===== src/rtl/muldiv_sequencer_pkg.sv =====
// Shared definitions for the iterative multiply/divide unit: op codes,
// ALU control codes, FSM state encoding and iteration count.
package muldiv_pkg;

    localparam int unsigned ITERS = 32;

    localparam logic [1:0] OP_MUL   = 2'b00;
    localparam logic [1:0] OP_MULHU = 2'b01;
    localparam logic [1:0] OP_DIVU  = 2'b10;
    localparam logic [1:0] OP_REMU  = 2'b11;

    localparam logic [2:0] ALU_ADD = 3'b000;
    localparam logic [2:0] ALU_SUB = 3'b001;

    typedef enum logic [1:0] {
        IDLE = 2'd0,
        RUN  = 2'd1,
        DONE = 2'd2
    } state_t;

endpackage


===== src/rtl/muldiv_sequencer_if.sv =====
// Request/response bundle between the core and the multiply/divide unit.
interface muldiv_sequencer_if;

    logic        start;
    logic [1:0]  op;
    logic [31:0] rs1;
    logic [31:0] rs2;
    logic        busy;
    logic        done;
    logic [31:0] result;

    modport master (
        output start, op, rs1, rs2,
        input  busy, done, result
    );

    modport slave (
        input  start, op, rs1, rs2,
        output busy, done, result
    );

endinterface


===== src/rtl/muldiv_sequencer_alu.sv =====
// Core 32-bit adder/subtractor with carry and Z/N/V flags.
// For subtraction the carry is the no-borrow flag (C=1 when a >= b unsigned).
module alu
    import muldiv_pkg::*;
(
    input  logic [31:0] a,
    input  logic [31:0] b,
    input  logic [2:0]  ctrl,
    output logic [31:0] sum,
    output logic        c,
    output logic        z,
    output logic        n,
    output logic        v
);

    logic        sub;
    logic [31:0] b_eff;
    logic [32:0] wide;

    // Two's-complement add/sub with carry out and flags.
    always_comb begin
        sub   = (ctrl == ALU_SUB);
        b_eff = sub ? ~b : b;
        wide  = {1'b0, a} + {1'b0, b_eff} + {32'b0, sub};
        sum   = wide[31:0];
        c     = wide[32];
        z     = (wide[31:0] == '0);
        n     = wide[31];
        v     = (a[31] == b_eff[31]) && (wide[31] != a[31]);
    end

endmodule


===== src/rtl/muldiv_sequencer.sv =====
// Iterative unsigned MUL/MULHU/DIVU/REMU: 32 shift-add or restoring-subtract
// iterations on a private ALU. hi/r, lo/q and m/d share working registers.
module muldiv_sequencer
    import muldiv_pkg::*;
(
    input  logic                 clk,
    input  logic                 rst_n,
    muldiv_sequencer_if.slave    bus
);

    state_t      state;
    state_t      state_next;
    logic [4:0]  cnt;
    logic [1:0]  op_q;
    logic [31:0] hi;
    logic [31:0] lo;
    logic [31:0] m;
    logic [31:0] result_q;
    logic [31:0] hi_next;
    logic [31:0] lo_next;
    logic [31:0] s;
    logic [31:0] alu_a;
    logic [31:0] alu_b;
    logic [2:0]  alu_ctrl;
    logic [31:0] alu_sum;
    logic        alu_c;
    logic        is_div;
    logic        sel_hi;
    logic        last;

    alu u_alu (
        .a    (alu_a),
        .b    (alu_b),
        .ctrl (alu_ctrl),
        .sum  (alu_sum),
        .c    (alu_c),
        .z    (),
        .n    (),
        .v    ()
    );

    // State register.
    always_ff @(posedge clk or negedge rst_n) begin
        if (!rst_n) state <= IDLE;
        else        state <= state_next;
    end

    // Next state: IDLE -> RUN on start, RUN -> DONE after iteration 31, DONE -> IDLE.
    always_comb begin
        state_next = state;
        case (state)
            IDLE:    if (bus.start) state_next = RUN;
            RUN:     if (last)      state_next = DONE;
            DONE:    state_next = IDLE;
            default: state_next = IDLE;
        endcase
    end

    // Handshake outputs decoded from state.
    always_comb begin
        bus.busy   = (state != IDLE);
        bus.done   = (state == DONE);
        bus.result = result_q;
    end

    // ALU operands: active only in RUN, otherwise parked at 0 + 0.
    always_comb begin
        is_div   = (op_q == OP_DIVU) || (op_q == OP_REMU);
        sel_hi   = (op_q == OP_MULHU) || (op_q == OP_REMU);
        last     = (cnt == 5'(ITERS - 1));
        s        = {hi[30:0], lo[31]};
        alu_a    = '0;
        alu_b    = '0;
        alu_ctrl = ALU_ADD;
        if (state == RUN) begin
            alu_b = m;
            if (is_div) begin
                alu_a    = s;
                alu_ctrl = ALU_SUB;
            end else begin
                alu_a = hi;
            end
        end
    end

    // One iteration: shift-add for multiply, restoring subtract for divide.
    always_comb begin
        hi_next = hi;
        lo_next = lo;
        if (is_div) begin
            if (hi[31] | alu_c) begin
                hi_next = alu_sum;
                lo_next = {lo[30:0], 1'b1};
            end else begin
                hi_next = s;
                lo_next = {lo[30:0], 1'b0};
            end
        end else if (lo[0]) begin
            hi_next = {alu_c, alu_sum[31:1]};
            lo_next = {alu_sum[0], lo[31:1]};
        end else begin
            hi_next = {1'b0, hi[31:1]};
            lo_next = {hi[0], lo[31:1]};
        end
    end

    // Working registers, counter and result.
    // The result is loaded on the final RUN edge so it is already valid in
    // the DONE cycle together with done, and then held through IDLE.
    always_ff @(posedge clk or negedge rst_n) begin
        if (!rst_n) begin
            cnt      <= '0;
            op_q     <= '0;
            hi       <= '0;
            lo       <= '0;
            m        <= '0;
            result_q <= '0;
        end else begin
            case (state)
                IDLE: begin
                    if (bus.start) begin
                        op_q <= bus.op;
                        hi   <= '0;
                        lo   <= bus.rs1;
                        m    <= bus.rs2;
                        cnt  <= '0;
                    end
                end
                RUN: begin
                    hi  <= hi_next;
                    lo  <= lo_next;
                    cnt <= cnt + 5'd1;
                    if (last) result_q <= sel_hi ? hi_next : lo_next;
                end
                default: ;
            endcase
        end
    end

endmodule

===== src/flat_wrapper.sv =====
// flat-port wrapper written by rule: the top's interface ports become plain ports
module muldiv_sequencer_flat import muldiv_pkg::*;
  (clk, rst_n, bus_start, bus_op, bus_rs1, bus_rs2, bus_busy, bus_done, bus_result);
  muldiv_sequencer_if bus_i ();
  input  logic clk;
  input  logic rst_n;
  input wire logic [$bits(bus_i.start)-1:0] bus_start;
  input wire logic [$bits(bus_i.op)-1:0] bus_op;
  input wire logic [$bits(bus_i.rs1)-1:0] bus_rs1;
  input wire logic [$bits(bus_i.rs2)-1:0] bus_rs2;
  output wire logic [$bits(bus_i.busy)-1:0] bus_busy;
  output wire logic [$bits(bus_i.done)-1:0] bus_done;
  output wire logic [$bits(bus_i.result)-1:0] bus_result;
  assign bus_i.start = bus_start;
  assign bus_i.op = bus_op;
  assign bus_i.rs1 = bus_rs1;
  assign bus_i.rs2 = bus_rs2;
  assign bus_busy = bus_i.busy;
  assign bus_done = bus_i.done;
  assign bus_result = bus_i.result;
  muldiv_sequencer u_core (.clk(clk), .rst_n(rst_n), .bus(bus_i));
endmodule

===== config.mk =====
export PLATFORM = sky130hd
export DESIGN_NAME = muldiv_sequencer_flat
export DESIGN_NICKNAME = d
export VERILOG_FILES = /design/src/rtl/muldiv_sequencer_pkg.sv /design/src/rtl/muldiv_sequencer_if.sv /design/src/rtl/muldiv_sequencer_alu.sv /design/src/rtl/muldiv_sequencer.sv /design/src/flat_wrapper.sv
export SDC_FILE = /design/constraint.sdc
export NUM_CORES = 1
export LEC_CHECK = 0
export CORE_ASPECT_RATIO = 1.1
export CORE_UTILIZATION = 44
export DETAILED_ROUTE_END_ITERATION = 12
export SLEW_MARGIN = 0
export SYNTH_ARGS = -nofsm -noshare
export SYNTH_HDL_FRONTEND = slang
export SYNTH_SLANG_ARGS = --single-unit

===== constraint.sdc =====
create_clock -name clk -period 6.7 [get_ports clk]
set_input_delay 1.34 -clock clk [delete_from_list [all_inputs] [get_ports clk]]
set_output_delay 1.34 -clock clk [all_outputs]
set_load 0.05 [all_outputs]

* Word level (Yosys, flattened, before mapping)
Cells that the tools add are included.
** Word-level totals
- Logic and storage cells :: 52
- Flip-flop bits (word level) :: 137
- Output and inout bits :: 34
- Input port bits :: 69
** Operators by class
- Equality and inequality tests :: 9
- Multiplexer cells :: 22
- Add/subtract/negate cells :: 3
- Reductions and logical operators :: 9
- Bitwise operators :: 2
** Operators with widths (number)
- 2-to-1 mux 32 bit :: 12
- one-hot mux 32 bit (2 select lines) :: 2
- adder 32 x 32 -> 33 bit :: 1
- adder 33 x 1 -> 33 bit :: 1
- NOT 32 bit :: 1
- one-hot mux 5 bit (2 select lines) :: 1
- AND reduction 2 bit :: 4
- == test 2 bit, second input constant :: 3
- adder 5 x 1 -> 5 bit, second input constant :: 1
- == test 5 bit, second input constant :: 1
- 2-to-1 mux 5 bit :: 1
- == test 2 x 1 -> 1 bit, second input constant :: 2
- 2-to-1 mux 2 bit :: 2
- one-hot mux 2 bit (2 select lines) :: 1
- nonzero test 2 bit :: 2
- == test 3 x 1 -> 1 bit, second input constant :: 1
- 2-to-1 mux 3 bit :: 1
- zero test 2 bit :: 1
- logical OR 1 bit :: 2
- 2-to-1 mux 1 bit :: 2
- inequality test 2 x 1 -> 1 bit, second input constant :: 1
- inequality test 2 bit, second input constant :: 1
- OR 1 bit :: 1

* Logic depth before layout (Yosys ltp)
- Depth in word-level cells :: 12
- Depth in mapped cells :: 20
- Mapped depth without buffers :: 14

* By module
Synthesis repeated with hierarchy kept, for this count alone.
** Second synthesis, totals
- Cells, all modules :: 1150
- Area, all modules :: 10319.9 um2
** Modules (own cells, without submodules)
- muldiv_sequencer :: cells an instance 839, area each 8018.9 um2, seq. area each 3428.3 um2, instances 1
- alu :: cells an instance 311, area each 2301.0 um2, seq. area each 0.0 um2, instances 1

* Worst setup path before layout
No wires, ideal clock.
- Path type :: flip-flop to flip-flop
- Start point :: reg u_core.op_q[1]
- End point :: reg u_core.result_q[29] (netlist: u_core.bus.result[29])
- Setup time :: 125 ps
- Slack :: 1940 ps
- Data required time :: 6575 ps
- Stages on the path, launching flop included :: 17
- Arrival time :: 4635 ps
- Period minus slack after synthesis :: 4760 ps
- Path buffers :: 5
- Cells stage by stage :: dfrtp_1 -> buf_1 -> buf_1 -> clkbuf_1 -> clkbuf_1 -> mux2i_1 -> nor2_1 -> ha_1 -> buf_2 -> and4_1 -> and3_1 -> a211o_1 -> o211a_1 -> nor3_2 -> mux2_2 -> mux4_2 -> mux2_2
** On the way
- Longest elaborated chain between the ends :: 12
- Elaborated cells between the ends (all ways) :: 19
- Those cells by class :: add/sub (2); eq/ne (4); mux (10); bitwise (1); reduce/logical (2)
** Ends and longest elaborated chain
- from (decl) :: RTL line muldiv_sequencer.sv:14 : logic [1:0] op_q;
- from (signal assigned) :: RTL line muldiv_sequencer.sv:122 : op_q <= bus.op;
- == test 2 bit (on tied branches) :: RTL line muldiv_sequencer.sv:68, muldiv_sequencer.sv:69
- logical OR 1 bit :: RTL line muldiv_sequencer.sv:68 : is_div = (op_q == OP_DIVU) || (op_q == OP_REMU);
- 2-to-1 mux 1 bit :: RTL line muldiv_sequencer.sv:77 : if (is_div) begin
- 2-to-1 mux 3 bit :: RTL line muldiv_sequencer.sv:75 : if (state == RUN) begin
- == test 3 x 1 -> 1 bit :: RTL line muldiv_sequencer_alu.sv:22 : sub = (ctrl == ALU_SUB);
- 2-to-1 mux 32 bit :: RTL line muldiv_sequencer_alu.sv:23 : b_eff = sub ? ~b : b;
- adder 32 x 32 -> 33 bit :: RTL line muldiv_sequencer_alu.sv:24 : wide = {1'b0, a} + {1'b0, b_eff} + {32'b0, sub};
- adder 33 x 1 -> 33 bit :: RTL line muldiv_sequencer_alu.sv:24
- OR 1 bit :: RTL line muldiv_sequencer.sv:91 : if (hi[31] | alu_c) begin
- 2-to-1 mux 32 bit :: RTL line muldiv_sequencer.sv:91
- 2-to-1 mux 32 bit :: RTL line muldiv_sequencer.sv:90 : if (is_div) begin
- 2-to-1 mux 32 bit (*) :: RTL line muldiv_sequencer.sv:133 : if (last) result_q <= sel_hi ? hi_next : lo_next;
- to (signal assigned) :: RTL line muldiv_sequencer.sv:133
- to (decl) :: RTL line muldiv_sequencer.sv:18 : logic [31:0] result_q;
Mark *: on every way between the ends. The rest lies on a longest branch, timed or not.
A chain may end at the register's enable or synchronous reset.

* Final worst setup path
Ends and elaborated chain as after synthesis.

==> results summary <==
CTS built an H-tree with a depth of 4. The net count of the finished layout is 1309. At the end of routability-driven placement, the weighted congestion stood at 0.872. The area inside the core boundary is 0.0214 sq mm. In this run, post-CTS repair resized a total of 0 instances.

The clock network latency to the later pin of the worst-skew pair is 0.43 ns. The most area-hungry cell type in the Yosys netlist is sky130_fd_sc_hd__dfrtp_1. The clock root buffer master is sky130_fd_sc_hd__clkbuf_16. The share of async-settable or async-resettable flops after synthesis came out at 1.00. The number of flops mapped to enable cells by yosys came out at 0. The detailed-route wire length is 28100 um. The detailed router's first-iteration violation count came out at 578. The run finished with clean final reports. For this design, the sink count on the clock tree is 137. The number of synthesized register bits came out at 137.

The number of nets in the synthesized netlist is 1255. The sequential share of the synthesized area came out at 0.356. Timing analysis after detailed placement gives a worst setup slack of 1.79 ns. The signed area change from the synthesized netlist to the final layout came out at 18.1%. Based on the critical path, the design can be clocked at up to 0.202 GHz. Dividing the detail-routed wire length by the instance count gives 18.6 um. The sum of negative setup slack is 0 ns. Pin placement for this block handled 103 I/O pins. The finished layout holds 1509 standard cells, fillers aside. The maximum clock path buffer count is 2.

The number of input and output port buffers inserted is 102. For this run, the total global-route usage over all layers was measured as 0.257. The die covers 0.0225 sq mm.

Setup repair after global routing left no endpoint under its margin. The worst setup path is launched from a flip-flop. The most used flip-flop cell after synthesis is sky130_fd_sc_hd__dfrtp_1.

The required time of the critical path is 7.02 ns. The number of buffers added for setup after CTS came out at 0. The worst path meets setup with 1.74 ns of slack. The number of warning messages in the yosys log is 0. By area the synthesized netlist is led by sky130_fd_sc_hd__dfrtp_1 36%, sky130_fd_sc_hd__mux2i_1 9.8%, sky130_fd_sc_hd__nand2_1 6.2%, sky130_fd_sc_hd__nor2_1 5.9%, sky130_fd_sc_hd__xnor2_1 4.6%. The core occupancy in the finished layout came out at 0.531. The clock transition at the registers of the reported paths is 0.06 ns. By count the netlist is led by 159 x sky130_fd_sc_hd__nand2_1, 150 x sky130_fd_sc_hd__nor2_1, 137 x sky130_fd_sc_hd__dfrtp_1, 94 x sky130_fd_sc_hd__mux2i_1, 80 x sky130_fd_sc_hd__a21oi_1. The first TritonRoute pass finished after 5 iterations.

For this run, design rule violations remaining after detail routing come to 0. The worst endpoint data arrival time came out at 5.27 ns. The floorplan step set the die width to 143 um.

The critical path in this run is classified as reg2reg. The vertical die dimension is 157 um. The number of antenna violations at the first check in global routing is 0. The initial utilization of the core area, before any placement, comes to 0.450.

The most instantiated library cell after synthesis is sky130_fd_sc_hd__nand2_1. The cell count after synthesis came out at 1152. The remaining max-slew budget at the tightest pin is 0.389. The clock tree skew after final layout is 0.0120 ns.

The share of cells above drive strength 1 is 0.0681. The detailed-route via count came out at 8576. The first-pass GRT wire length is 44600 um. The number of clock buffers added by TritonCTS is 17. The number of hold violations in the final report is 0.

Setup violations remaining at the end of the flow were counted as 0. The final number of max-transition violations came out at 0. The detail route stage leaves a number of antenna-violating nets equal to 0. The actual slew at the worst max-slew pin is 0.917 ns. In this run, distinct cell masters in the synthesized netlist total 67. The average cell area after synthesis came out at 8.35 sq um. STA classifies the critical path endpoint as a flip-flop. The count of inserted antenna diode cells came out at 0. In this run the worst hold path is classified as reg2reg. Global routing finished with a remaining overflow of 0. Counting the fill cells in the layout gives 2083.

The portion of synthesized cell area occupied by the leading cell type came out at 0.356. The ratio of routed vias to standard cells is 5.68. The max-cap violation count is 0. The synthesized cell area came out at 0.00962 sq mm. The floorplan has 56 rows. Detailed placement ended at an HPWL of 19600 um.

The number of global-route vias before repair is 8026. The clock period minus worst slack is 4.96 ns. The highest fanout seen on the critical path came out at 48. The number of hold buffers added after CTS was 0.

The total placed cells including tap cells came out at 1477. The sequential cell area is 0.00343 sq mm. In the finished design, the share of the clock period the worst path needs comes to 0.740. The multi-input logic area came out at 0.00580 sq mm. TritonCTS built the clock tree.

Entering global routing, the biggest net connects 87 pins.
-- through the flow --
stage	instance area [sq um]	hold WS (ns)
2_1_floorplan	9620	0.465
3_3_place_gp	10800	0.481
3_5_place_dp	10800	0.487
4_1_cts	11400	0.502
5_1_grt	11400	0.516
6_report	11400	0.495
-- registers in the layout, summed over array words and instances (netlist names) --
| register | cells |
|---|---|
| u_core.cnt | 5 |
| u_core.m | 32 |
| u_core.bus.result | 32 |
| u_core.hi | 32 |
| u_core.lo | 32 |
| u_core.state | 2 |
| u_core.op_q | 2 |
-- cells in the final DEF, fill, tap and decap left out, drive strengths merged, types with 16 or more instances in the layout --
cell	instances
clkdlybuf4s50	101
dfrtp	137
a21oi	81
buf	17
xnor2	50
clkbuf	18
mux2	16
nor3	29
o21ai	93
mux2i	94
a211oi	16
ha	33
nand3	39
nor2	150
a221o	31
inv	22
nand2	159
-- kinds of logic after synthesis --
group | Yosys count | share of synthesized area
flops | 137 | 0.356
compound gates | 291 | 0.195
mux | 111 | 0.119
fa+ha+maj | 34 | 0.0450
xor+xnor | 60 | 0.0546
simple gates | 421 | 0.186
buf+inv | 98 | 0.0437
-- layout make-up --
cell class | count | area share
timing repair buffer | 118 | 0.101
clock inverter | 14 | 0.0113
multi-input combinational | 917 | 0.510
clock buffer | 18 | 0.0387
sequential | 137 | 0.302
inverter | 15 | 0.00496
tap | 290 | 0.0319
-- path summary, 6_finish.rpt --
check	from	endpoint	slack (ns)	depth (start not counted)
max	u_core.op_q[1]	u_core.bus.result[29]	1.74	13
min	u_core.bus.result[1]	u_core.bus.result[1]	0.49	2
max reg2reg	u_core.op_q[1]	u_core.bus.result[29]	1.74	13
min reg2reg	u_core.bus.result[1]	u_core.bus.result[1]	0.49	2
max in group asynchronous	rst_n	u_core.m[0]	4.50	2
min in group asynchronous	rst_n	u_core.lo[10]	0.95	1
-- layer usage --
metal / part of all wire / track usage / up-vias
met5: 0 / 0 / -
met4: 0.018 / 0.0819 / 0
met3: 0.045 / 0.0356 / 41
met2: 0.44 / 0.386 / 233
met1: 0.49 / 0.377 / 4099
li1: - / - / 4203
-- worst max-delay path, stage by stage, from the launching register on --
cell and delay (ns):
sky130_fd_sc_hd__dfrtp_4 0.90, sky130_fd_sc_hd__buf_4 0.45, sky130_fd_sc_hd__mux2i_1 0.25, sky130_fd_sc_hd__nor2_1 0.06
sky130_fd_sc_hd__ha_1 0.38, sky130_fd_sc_hd__o211ai_1 0.25, sky130_fd_sc_hd__o21ai_2 0.12, sky130_fd_sc_hd__a21o_1 0.19
sky130_fd_sc_hd__a211o_1 0.32, sky130_fd_sc_hd__o211a_1 0.27, sky130_fd_sc_hd__nor3_4 0.44, sky130_fd_sc_hd__mux2_2 0.42
sky130_fd_sc_hd__mux4_2 0.46, sky130_fd_sc_hd__mux2_2 0.27
Power is not shown: default switching activity piles up to over one toggle a cycle in this logic, so the estimate is an artifact.
